`src/rtl/rename_pkg.sv`:
```
// Shared rename-stage constants and pointer helpers used by the free-list blocks.
package rename_pkg;

    localparam int unsigned PREG_W    = 7;
    localparam int unsigned NUM_PREG  = 128;
    localparam int unsigned ARCH_REGS = 32;

    function automatic int unsigned clog2(input int unsigned v);
        int unsigned r;
        r = 0;
        while ((64'd1 << r) < 64'(v)) r++;
        return r;
    endfunction

    // Pointer index is sized for the largest possible list so one pointer type serves all users.
    localparam int unsigned PTR_IDX_W = clog2(NUM_PREG);

    typedef logic [PTR_IDX_W:0] ptr_t;

    function automatic ptr_t ptr_add(input ptr_t ptr, input int unsigned n,
                                     input int unsigned depth);
        int unsigned s;
        logic        lap;
        s   = 32'(ptr[PTR_IDX_W-1:0]) + n;
        lap = ptr[PTR_IDX_W];
        if (s >= depth) begin
            s   = s - depth;
            lap = ~lap;
        end
        return {lap, s[PTR_IDX_W-1:0]};
    endfunction

    // Distance from 'from' forward to 'to' in modular depth terms.
    function automatic int unsigned ptr_dist(input ptr_t from, input ptr_t to,
                                             input int unsigned depth);
        if (from[PTR_IDX_W] == to[PTR_IDX_W]) begin
            return 32'(to[PTR_IDX_W-1:0]) - 32'(from[PTR_IDX_W-1:0]);
        end
        return depth - 32'(from[PTR_IDX_W-1:0]) + 32'(to[PTR_IDX_W-1:0]);
    endfunction

    function automatic int unsigned popcount_lo(input logic [31:0] vec, input int unsigned i);
        int unsigned c;
        c = 0;
        for (int unsigned k = 0; k < 32; k++) begin
            if (k < i && vec[k]) c++;
        end
        return c;
    endfunction

endpackage

```
`src/rtl/rename_freelist_mp_ptr.sv`:
```
// Lap/index ring pointer with async reset, modular increment and a load override.
module freelist_ptr_mod
    import rename_pkg::*;
#(
    parameter int unsigned DEPTH   = 96,
    parameter int unsigned N_W     = 2,
    parameter logic        RST_LAP = 1'b0
) (
    input  logic           clk,
    input  logic           rst_n,
    input  logic [N_W-1:0] inc,
    input  logic           load,
    input  ptr_t           load_ptr,
    output ptr_t           ptr
);

    ptr_t ptr_q;

    always_ff @(posedge clk or negedge rst_n) begin
        if (!rst_n) begin
            ptr_q <= {RST_LAP, PTR_IDX_W'(0)};
        end else if (load) begin
            ptr_q <= load_ptr;
        end else begin
            ptr_q <= ptr_add(ptr_q, 32'(inc), DEPTH);
        end
    end

    assign ptr = ptr_q;

endmodule

```
`src/rtl/rename_freelist_mp.sv`:
```
// Multi-port physical register free list with a committed head for one-cycle flush recovery.
module rename_freelist_mp
    import rename_pkg::*;
#(
    parameter int unsigned PREG_W    = rename_pkg::PREG_W,
    parameter int unsigned NUM_PREG  = rename_pkg::NUM_PREG,
    parameter int unsigned ARCH_REGS = rename_pkg::ARCH_REGS,
    parameter int unsigned ALLOC_W   = 2,
    parameter int unsigned FREE_W    = 2,
    localparam int unsigned DEPTH    = NUM_PREG - ARCH_REGS,
    localparam int unsigned CNT_W    = clog2(DEPTH + 1)
) (
    input  logic                      Clk,
    input  logic                      Rest,
    input  logic [ALLOC_W-1:0]        AllocValid,
    output logic                      AllocReady,
    output logic [ALLOC_W*PREG_W-1:0] AllocPreg,
    input  logic [ALLOC_W-1:0]        CmtValid,
    input  logic [FREE_W-1:0]         FreeValid,
    input  logic [FREE_W*PREG_W-1:0]  FreePreg,
    input  logic                      Flush,
    output logic [CNT_W-1:0]          FreeCount,
    output logic                      Empty,
    output logic                      Overflow
);

    localparam int unsigned MAX_N = (ALLOC_W > FREE_W) ? ALLOC_W : FREE_W;
    localparam int unsigned N_W   = clog2(MAX_N + 1);

    ptr_t              spec_head, cmt_head, tail, spec_load;
    ptr_t              rd_ptr [ALLOC_W];
    ptr_t              wr_ptr [FREE_W];
    logic [N_W-1:0]    alloc_inc, cmt_inc, tail_inc;
    logic [PREG_W-1:0] mem_q [DEPTH];
    int unsigned       n_alloc, n_cmt, n_free, n_accept, free_cnt, uncommitted;
    logic              grant, ovf_q, ovf_d;

    always_comb begin
        n_alloc     = popcount_lo(32'(AllocValid), ALLOC_W);
        n_cmt       = popcount_lo(32'(CmtValid), ALLOC_W);
        n_free      = popcount_lo(32'(FreeValid), FREE_W);
        free_cnt    = ptr_dist(spec_head, tail, DEPTH);
        uncommitted = ptr_dist(cmt_head, spec_head, DEPTH);

        // Releases beyond capacity are dropped and do not move the tail.
        if (free_cnt >= DEPTH)                n_accept = 0;
        else if (free_cnt + n_free > DEPTH)   n_accept = DEPTH - free_cnt;
        else                                  n_accept = n_free;

        AllocReady = (free_cnt >= n_alloc) && !Flush;
        grant      = (AllocValid != '0) && AllocReady;
        alloc_inc  = grant ? N_W'(n_alloc) : '0;
        cmt_inc    = N_W'(n_cmt);
        tail_inc   = N_W'(n_accept);
        spec_load  = ptr_add(cmt_head, n_cmt, DEPTH);

        ovf_d = ovf_q || (free_cnt + n_free > DEPTH) || (n_cmt > uncommitted);

        FreeCount = CNT_W'(free_cnt);
        Empty     = (free_cnt == 0);
        Overflow  = ovf_q;

        AllocPreg = '0;
        for (int i = 0; i < ALLOC_W; i++) begin
            rd_ptr[i] = ptr_add(spec_head, popcount_lo(32'(AllocValid), i), DEPTH);
            AllocPreg[i*PREG_W +: PREG_W] = mem_q[rd_ptr[i][PTR_IDX_W-1:0]];
        end
        for (int j = 0; j < FREE_W; j++) begin
            wr_ptr[j] = ptr_add(tail, popcount_lo(32'(FreeValid), j), DEPTH);
        end
    end

    always_ff @(posedge Clk or negedge Rest) begin
        if (!Rest) begin
            for (int k = 0; k < DEPTH; k++) mem_q[k] <= PREG_W'(ARCH_REGS + k);
        end else begin
            for (int j = 0; j < FREE_W; j++) begin
                if (FreeValid[j] && popcount_lo(32'(FreeValid), j) < n_accept) begin
                    mem_q[wr_ptr[j][PTR_IDX_W-1:0]] <= FreePreg[j*PREG_W +: PREG_W];
                end
            end
        end
    end

    always_ff @(posedge Clk or negedge Rest) begin
        if (!Rest) ovf_q <= 1'b0;
        else       ovf_q <= ovf_d;
    end

    freelist_ptr_mod #(.DEPTH(DEPTH), .N_W(N_W), .RST_LAP(1'b0)) u_spec_head (
        .clk      (Clk),
        .rst_n    (Rest),
        .inc      (alloc_inc),
        .load     (Flush),
        .load_ptr (spec_load),
        .ptr      (spec_head)
    );

    freelist_ptr_mod #(.DEPTH(DEPTH), .N_W(N_W), .RST_LAP(1'b0)) u_cmt_head (
        .clk      (Clk),
        .rst_n    (Rest),
        .inc      (cmt_inc),
        .load     (1'b0),
        .load_ptr ('0),
        .ptr      (cmt_head)
    );

    // Tail starts one lap ahead: the list is full at reset.
    freelist_ptr_mod #(.DEPTH(DEPTH), .N_W(N_W), .RST_LAP(1'b1)) u_tail (
        .clk      (Clk),
        .rst_n    (Rest),
        .inc      (tail_inc),
        .load     (1'b0),
        .load_ptr ('0),
        .ptr      (tail)
    );

endmodule

```
`config.mk`:
```
export PLATFORM = sky130hd
export DESIGN_NAME = rename_freelist_mp
export DESIGN_NICKNAME = d
export VERILOG_FILES = /design/src/rtl/rename_pkg.sv /design/src/rtl/rename_freelist_mp_ptr.sv /design/src/rtl/rename_freelist_mp.sv
export SDC_FILE = /design/constraint.sdc
export NUM_CORES = 2
export LEC_CHECK = 0
export BUFFER_PORTS_ARGS = -buffer_cell sky130_fd_sc_hd__clkbuf_2
export CAP_MARGIN = 20
export CELL_PAD_IN_SITES_DETAIL_PLACEMENT = 0
export CELL_PAD_IN_SITES_GLOBAL_PLACEMENT = 1
export CORE_ASPECT_RATIO = 0.5
export CORE_MARGIN = 2
export CORE_UTILIZATION = 49
export DETAILED_ROUTE_END_ITERATION = 7
export GPL_ROUTABILITY_DRIVEN = 1
export PLACE_DENSITY_LB_ADDON = 0.3
export REMOVE_ABC_BUFFERS = 1
export SYNTH_ARGS = -nofsm -noshare
export SYNTH_HDL_FRONTEND = slang
export SYNTH_SLANG_ARGS = --single-unit
```
`constraint.sdc`:
```
create_clock -name Clk -period 8.01 [get_ports Clk]
set_clock_uncertainty 0.05 [all_clocks]
set_input_delay 0.4005 -clock Clk [delete_from_list [all_inputs] [get_ports Clk]]
set_output_delay 0.4005 -clock Clk [all_outputs]
set_load 0.05 [all_outputs]
```
After elaboration in Yosys (flattened, before gate mapping)
Index checks and enable logic that the tools add are counted.
- word-level logic and storage cells: 209
- output and inout bits: 24
- memories kept: 0
- bits of input ports: 23
- bits in read-only memories: 0
- register bits: 697
- RAM bits: 0
- latch bits: 0
- bitwise logic cells: 7
- add/subtract/negate cells: 25
- equality and inequality tests: 2
- multiplexer cells: 40
- div/mod/pow operators: 0
- reductions and logical operators: 12
- magnitude comparators: 20
- shifts and indexed selects: 0
- multiply operators: 0
- operators by type and width (operator ; count):
    672-bit bitwise mux ; 2
    672-bit two-way mux ; 2
    32-bit two-way mux ; 9
    7-bit binary-select mux with 7-bit select ; 2
    7-bit demux with 7-bit select ; 2
    7-bit two-way mux ; 14
    32-bit by 1-bit adder with 32-bit output, second input constant ; 2
    32-bit by 7-bit greater-or-equal comparator with 1-bit output, second input constant ; 2
    7-bit subtractor, second input constant ; 8
    8-bit by 7-bit greater-or-equal comparator with 1-bit output, second input constant ; 5
    32-bit adder ; 1
    7-bit by 32-bit adder with 32-bit output ; 1
    32-bit greater-or-equal comparator ; 1
    8-bit greater-or-equal comparator, second input constant ; 4
    32-bit > comparator ; 1
    32-bit by 7-bit > comparator with 1-bit output, second input constant ; 1
    32-bit logical NOT ; 1
    1-bit by 32-bit less-than comparator with 1-bit output, first input constant ; 1
    32-bit less-than comparator ; 1
    7-bit inverter with 8-bit output ; 4
    7-bit by 32-bit subtractor with 32-bit output, first input constant ; 1
    7-bit by 2-bit adder with 8-bit output ; 3
    8-bit by 8-bit adder with 9-bit output ; 2
    7-bit by 1-bit adder with 8-bit output ; 2
    14 further kinds ; 34

Longest topological paths before layout
- depth in word-level cells: 12
- gate-level depth with buffers: 34

Hierarchy
Synthesis repeated with hierarchy kept, for this count alone.
- cells, all modules: 4263
- area, all modules: 48571.6 µm²
- modules (own cells, without submodules) (module ; cells each ; instances ; area an instance (µm²)):
    rename_freelist_mp ; 4092 ; 1 ; 46975.1
    freelist_ptr_mod (u_cmt_head ...) ; 57 ; 2 ; 531.8
    freelist_ptr_mod (u_tail) ; 57 ; 1 ; 533.0

Worst setup path after synthesis
No wires, ideal clock.
- kind: register -> register
- from: reg u_spec_head.ptr_q[0], in the netlist u_spec_head.ptr[0]
- to: reg u_tail.ptr_q[7], in the netlist u_tail.ptr[7]
- data arrival time: 7.562 ns
- period minus slack after synthesis: 7.688 ns
- setup slack: 0.322 ns
- library setup time: 0.075 ns
- cell stages (with the launch flop): 33
- cells stage by stage: dfrtp_1 > clkbuf_1 > clkbuf_1 > buf_1 > buf_1 > inv_1 > ha_1 > nand3_1 > xnor2_1 > ha_1 > nand2_1 > a21oi_1 > o21ai_0 > and4_1 > nor2_1 > clkbuf_1 > nor4_1 > nand2b_1 > ha_1 > nor4b_1 > nand3_1 > or2_2 > nor2_1 > a21oi_1 > nor2_1 > ha_1 > inv_1 > fa_1 > nor3b_1 > xnor2_1 > nor2_1 > o21ai_0 > xnor2_1
- cells in the longest elaborated chain, start to end: 9
- elaborated cells on any way between the ends: 13
- ends and longest elaborated chain (element ; line ; source):
    start, declared ; rename_freelist_mp_ptr.sv:17 ; ptr_t ptr_q;
    start signal, assigned ; rename_freelist_mp_ptr.sv:21 ; ptr_q <= {RST_LAP, PTR_IDX_W'(0)};
    start signal, assigned ; rename_freelist_mp_ptr.sv:23 ; ptr_q <= load_ptr;
    start signal, assigned ; rename_freelist_mp_ptr.sv:25 ; ptr_q <= ptr_add(ptr_q, 32'(inc), DEPTH);
    7-bit by 7-bit subtractor with 8-bit output (on tied branches) ; rename_pkg.sv:39, rename_pkg.sv:37 ;
    8-bit by 8-bit adder with 9-bit output or 32-bit two-way mux (tied branches) ; rename_pkg.sv:39, rename_pkg.sv:36 ;
    32-bit two-way mux (*) ; rename_pkg.sv:39 ; return depth - 32'(from[PTR_IDX_W-1:0]) + 32'(to[PTR_IDX_W-1:0]);
    32-bit adder ; rename_freelist_mp.sv:47 ; else if (free_cnt + n_free > DEPTH) n_accept = DEPTH - free_cnt;
    32-bit by 7-bit > comparator with 1-bit output ; rename_freelist_mp.sv:47 ;
    32-bit two-way mux ; rename_freelist_mp.sv:47 ;
    32-bit two-way mux (*) ; rename_freelist_mp.sv:46 ; if (free_cnt >= DEPTH) n_accept = 0;
    7-bit by 2-bit adder with 8-bit output (*) ; rename_pkg.sv:24 ; s = 32'(ptr[PTR_IDX_W-1:0]) + n;
    8-bit by 7-bit greater-or-equal comparator with 1-bit output (*) ; rename_pkg.sv:26 ; if (s >= depth) begin
    end signal, assigned ; rename_freelist_mp_ptr.sv:21 ;
    end signal, assigned ; rename_freelist_mp_ptr.sv:23 ;
    end signal, assigned ; rename_freelist_mp_ptr.sv:25 ;
    end, declared ; rename_freelist_mp_ptr.sv:17 ;
Mark *: on every way between the ends. The rest lies on a longest branch, timed or not.
A chain may end at the register's enable or synchronous reset.

Worst setup path after layout
- from: reg u_spec_head.ptr_q[1], in the netlist u_spec_head.ptr[1]
- to: reg mem_q[30] (netlist name)
- cells in the longest elaborated chain, start to end: 12
- elaborated cells on any way between the ends: 18
- ends and longest elaborated chain (element ; line ; source):
    7-bit by 7-bit subtractor with 8-bit output (on tied branches) ; rename_pkg.sv:39, rename_pkg.sv:37 ;
    8-bit by 8-bit adder with 9-bit output or 32-bit two-way mux (tied branches) ; rename_pkg.sv:39, rename_pkg.sv:36 ;
    32-bit two-way mux (*) ; rename_pkg.sv:39 ;
    32-bit adder ; rename_freelist_mp.sv:47 ;
    32-bit by 7-bit > comparator with 1-bit output ; rename_freelist_mp.sv:47 ;
    32-bit two-way mux ; rename_freelist_mp.sv:47 ;
    32-bit two-way mux (*) ; rename_freelist_mp.sv:46 ;
    1-bit by 32-bit less-than comparator with 1-bit output ; rename_freelist_mp.sv:78 ; if (FreeValid[j] && popcount_lo(32'(FreeValid), j) < n_accept) begin
    1-bit logical AND ; rename_freelist_mp.sv:78 ;
    672-bit two-way mux ; rename_freelist_mp.sv:78 ;
    672-bit bitwise mux ; rename_freelist_mp.sv:79 ; mem_q[wr_ptr[j][PTR_IDX_W-1:0]] <= FreePreg[j*PREG_W +: PREG_W];
    672-bit two-way mux (*) ; rename_freelist_mp.sv:78 ;
    end signal, assigned by index ; rename_freelist_mp.sv:79 ;
    end, declared ; rename_freelist_mp.sv:34 ; logic [PREG_W-1:0] mem_q [DEPTH];
Marks and branches as above.

==> results.cfg <==
[outcome]
status = completed

[run]
max-cap-violations = 0

[synthesis]
ys_ff_latch = 697
synthArstFlopShare = 1.000
ys.flop_type = dfstp_2
yosysTopAreaCell = dfstp_2
synth_edf_count = 0
synth_most_common_cell = mux2i_1
synth_area_per_cell_um2 = 12.28
synth_top_area_share = 0.1969
synth_common_cells = mux2i_1, mux4_2, dfstp_2, dfrtp_1, clkbuf_1
synth_cell_types = 89
ys_seq_area_frac = 0.3635
synth_cells = 4009
syn_area_um2 = 49250
netlist_top_cells_area = dfstp_2, mux4_2, mux2i_1, dfrtp_1, mux2_2
synth_warnings = 0

[global_route]
grt_pass1_vias = 38485
grt_pass1_wl_um = 277200
grt.overflow.total = 0
met1_usage = 0.5058
use_met3 = 0.1443
grtUsageMet2 = 0.5135
grt_max_degree = 151
antenna_found_initial = 5
gr-usage-all-layers = 0.3663
busiest_layer = met2

[timing]
slew_headroom = 0.1753
setup_violations = 0
min_period_ns = 7.555
period_share = 0.9432
finalMaxSlewViolations = 0
tightest_slew_ns = 1.230
hold_viol_final = 0
rsz0062_at_grt = no
fmax_mhz = 132.4

[detailed_routing]
firstDrtPassIters = 6
vias = 38304
remaining_drc_errors = 0
antenna_left = 0
routed_wirelength_um = 188800
drtIter0Drc = 4905
routedWlPerCell_um = 35.82
vias_per_cell = 7.267

[cts]
insertion_delay_ns = 0.68
numCtsBuffers = 71
clkTransAtPathRegs_ns = 0.07
cts_tree = done
cts_root_buf = clkbuf_16
cts_sinks = 697
clockBufferDepth = 3
cts_max_level = 3

[critical_path]
path_class = reg2reg
startpoint_type = register
end_kind = register
worstPathMaxFanout = 26
critPathRequiredTime_ns = 8.50
crit_arrival_ns = 8.04

[cells_and_area]
nNetsFinal = 3967
fillers = 8436
area_growth_pct = 7.985
fin_cells = 5271
drive_gt1_frac = 0.3266
design_area_um2 = 53180

[floorplan]
io_pins = 47
rows = 82
initial_core_util = 0.4928
core_area_um2 = 99930
die_h_um = 228.2
die_x_um = 452.3
die-area_um2 = 103200

[placed_design]
gp_congestion = 0.9992
place_area_um2 = 50680
hpwl_um = 124700
port_buffers = 46
placed_cells = 5130

[hold_path]
hold_path.class = in2reg

[power_and_ir_drop]
power_density_nw_per_um2 = 436.6
ir_drop_uv = 599.7
static-leakage-power_nw = 21.71
-- where the power goes --
part	internal (mW)	switching, mW
combinational	5.14	8.82
clock	1.97	1.62
sequential	4.79	0.884
total	11.9	11.3
-- cell usage in the layout, fill, tap and decap left out, types with 27 or more instances in the layout --
cell type | netlist | layout
a21oi_1 | 172 | 172
a2bb2oi_1 | 79 | 79
buf_4 | 13 | 101
clkbuf_16 | 0 | 72
clkbuf_2 | 0 | 38
dfrtp_1 | 328 | 325
dfstp_2 | 369 | 369
ha_1 | 73 | 71
inv_1 | 63 | 63
mux2_1 | 59 | 59
mux2_2 | 98 | 98
mux2i_1 | 848 | 848
mux4_2 | 421 | 421
nand2_1 | 102 | 101
nand3_1 | 100 | 100
nand3_2 | 37 | 37
nand3b_1 | 27 | 27
nand4_1 | 52 | 52
nor2_1 | 107 | 106
nor3_1 | 170 | 166
o21ai_0 | 77 | 77
o22ai_1 | 29 | 29
o2bb2ai_1 | 113 | 113
xnor2_1 | 40 | 37
-- routing by layer --
| metal | vias up | share of wire |
|---|---|---|
| li1 | 15298 | - |
| met4 | 4 | 0.047 |
| met2 | 2496 | 0.42 |
| met1 | 19973 | 0.40 |
| met3 | 533 | 0.13 |
| met5 | - | 0.00098 |
-- flip-flops by register name, indices dropped and copies added (netlist names) --
name and cells:
Overflow 1, u_spec_head.ptr 8, u_cmt_head.ptr 8, u_tail.ptr 8, mem_q 672
-- final timing paths --
path / from / end / slack, ns / cells past startpoint
min in group asynchronous: Rest / mem_q[496]$_DFF_PN0_ / 0.34 / 2
max in group asynchronous: Rest / u_spec_head.ptr[0]$_DFF_PN0_ / 6.12 / 3
max reg2reg: u_spec_head.ptr[1]$_DFF_PN0_ / mem_q[30]$_DFF_PN0_ / 0.46 / 23
max: u_spec_head.ptr[1]$_DFF_PN0_ / mem_q[30]$_DFF_PN0_ / 0.46 / 23
min reg2reg: Overflow$_DFF_PN0_ / Overflow$_DFF_PN0_ / 0.45 / 2
min: CmtValid[1] / u_cmt_head.ptr[0]$_DFF_PN0_ / 0.08 / 3
-- layout make-up --
type	instances	area (um2)	area share
Multi-Input combinational cell	2861	29670	0.5579
Sequential cell	697	17910	0.3368
Clock buffer	109	2111	0.03969
Tap cell	1344	1682	0.03162
Timing Repair Buffer	153	1214	0.02282
Inverter	79	297.8	0.005600
Clock inverter	23	281.5	0.005294
Antenna cell	5	12.51	0.0002353
-- per-stage QoR --
step | TNS [ns] | setup slack [ns] | util | total power, mW | hold slack, ns
after floorplan | -4174.72 | -8.364 | - | 15.06 | 0.05491
after global placement | 0 | 0.5222 | 0.5072 | 18.94 | 0.4180
after detailed placement | 0 | 0.3932 | 0.5072 | 19.17 | 0.4388
after CTS | 0 | 0.3670 | 0.5312 | 22.77 | 0.03214
after global routing | 0 | 0.01065 | 0.5320 | 24.07 | 0.07210
final | 0 | 0.4553 | 0.5322 | 23.22 | 0.07553
-- worst max-delay path, cell delays in order (launching register included) --
cell and delay [ns]:
dfrtp_4 0.64, or4_1 0.57, nor2_1 0.13, xnor2_1 0.17, ha_1 0.32, a21o_1 0.21, o21ai_0 0.53, and4_1 0.32
nor2_1 0.06, buf_4 0.17, nor4_1 0.27, buf_4 0.19, nand2_1 0.07, ha_1 0.30, nor4b_1 0.33, nand2_1 0.10
nor3_1 0.37, o2111ai_1 0.23, o211ai_1 0.35, nand2_4 0.37, buf_4 0.36, nor2_1 0.88, mux2i_1 0.27, mux2i_1 0.09
-- what timing repair did --
| item | in CTS | in global routing |
|---|---|---|
| hold buffers | 1 | 0 |
| endpoints found under the setup margin | 0 | 18 |
| endpoints found under the hold margin | 39 | 0 |
| resized for setup | 0 | 1 |
| setup buffers | 0 | 1 |
-- cell families (layout without fill, tap and decap cells) --
| kind of cell | count (synthesis) | in the layout | share of synthesized area |
|---|---|---|---|
| AO/OA/AOI/OAI | 548 | 548 | 0.07609 |
| XOR/XNOR | 54 | 54 | 0.009909 |
| adder cells (fa/ha/maj) | 81 | 81 | 0.02180 |
| buffers and inverters | 451 | 364 | 0.03722 |
| flip-flops | 697 | 697 | 0.3635 |
| multiplexers | 1426 | 1426 | 0.4008 |
| other | 0 | 5 | 0 |
| AND/OR/NAND/NOR | 752 | 752 | 0.09065 |
No activity file was read; power rests on OpenSTA's default activity.
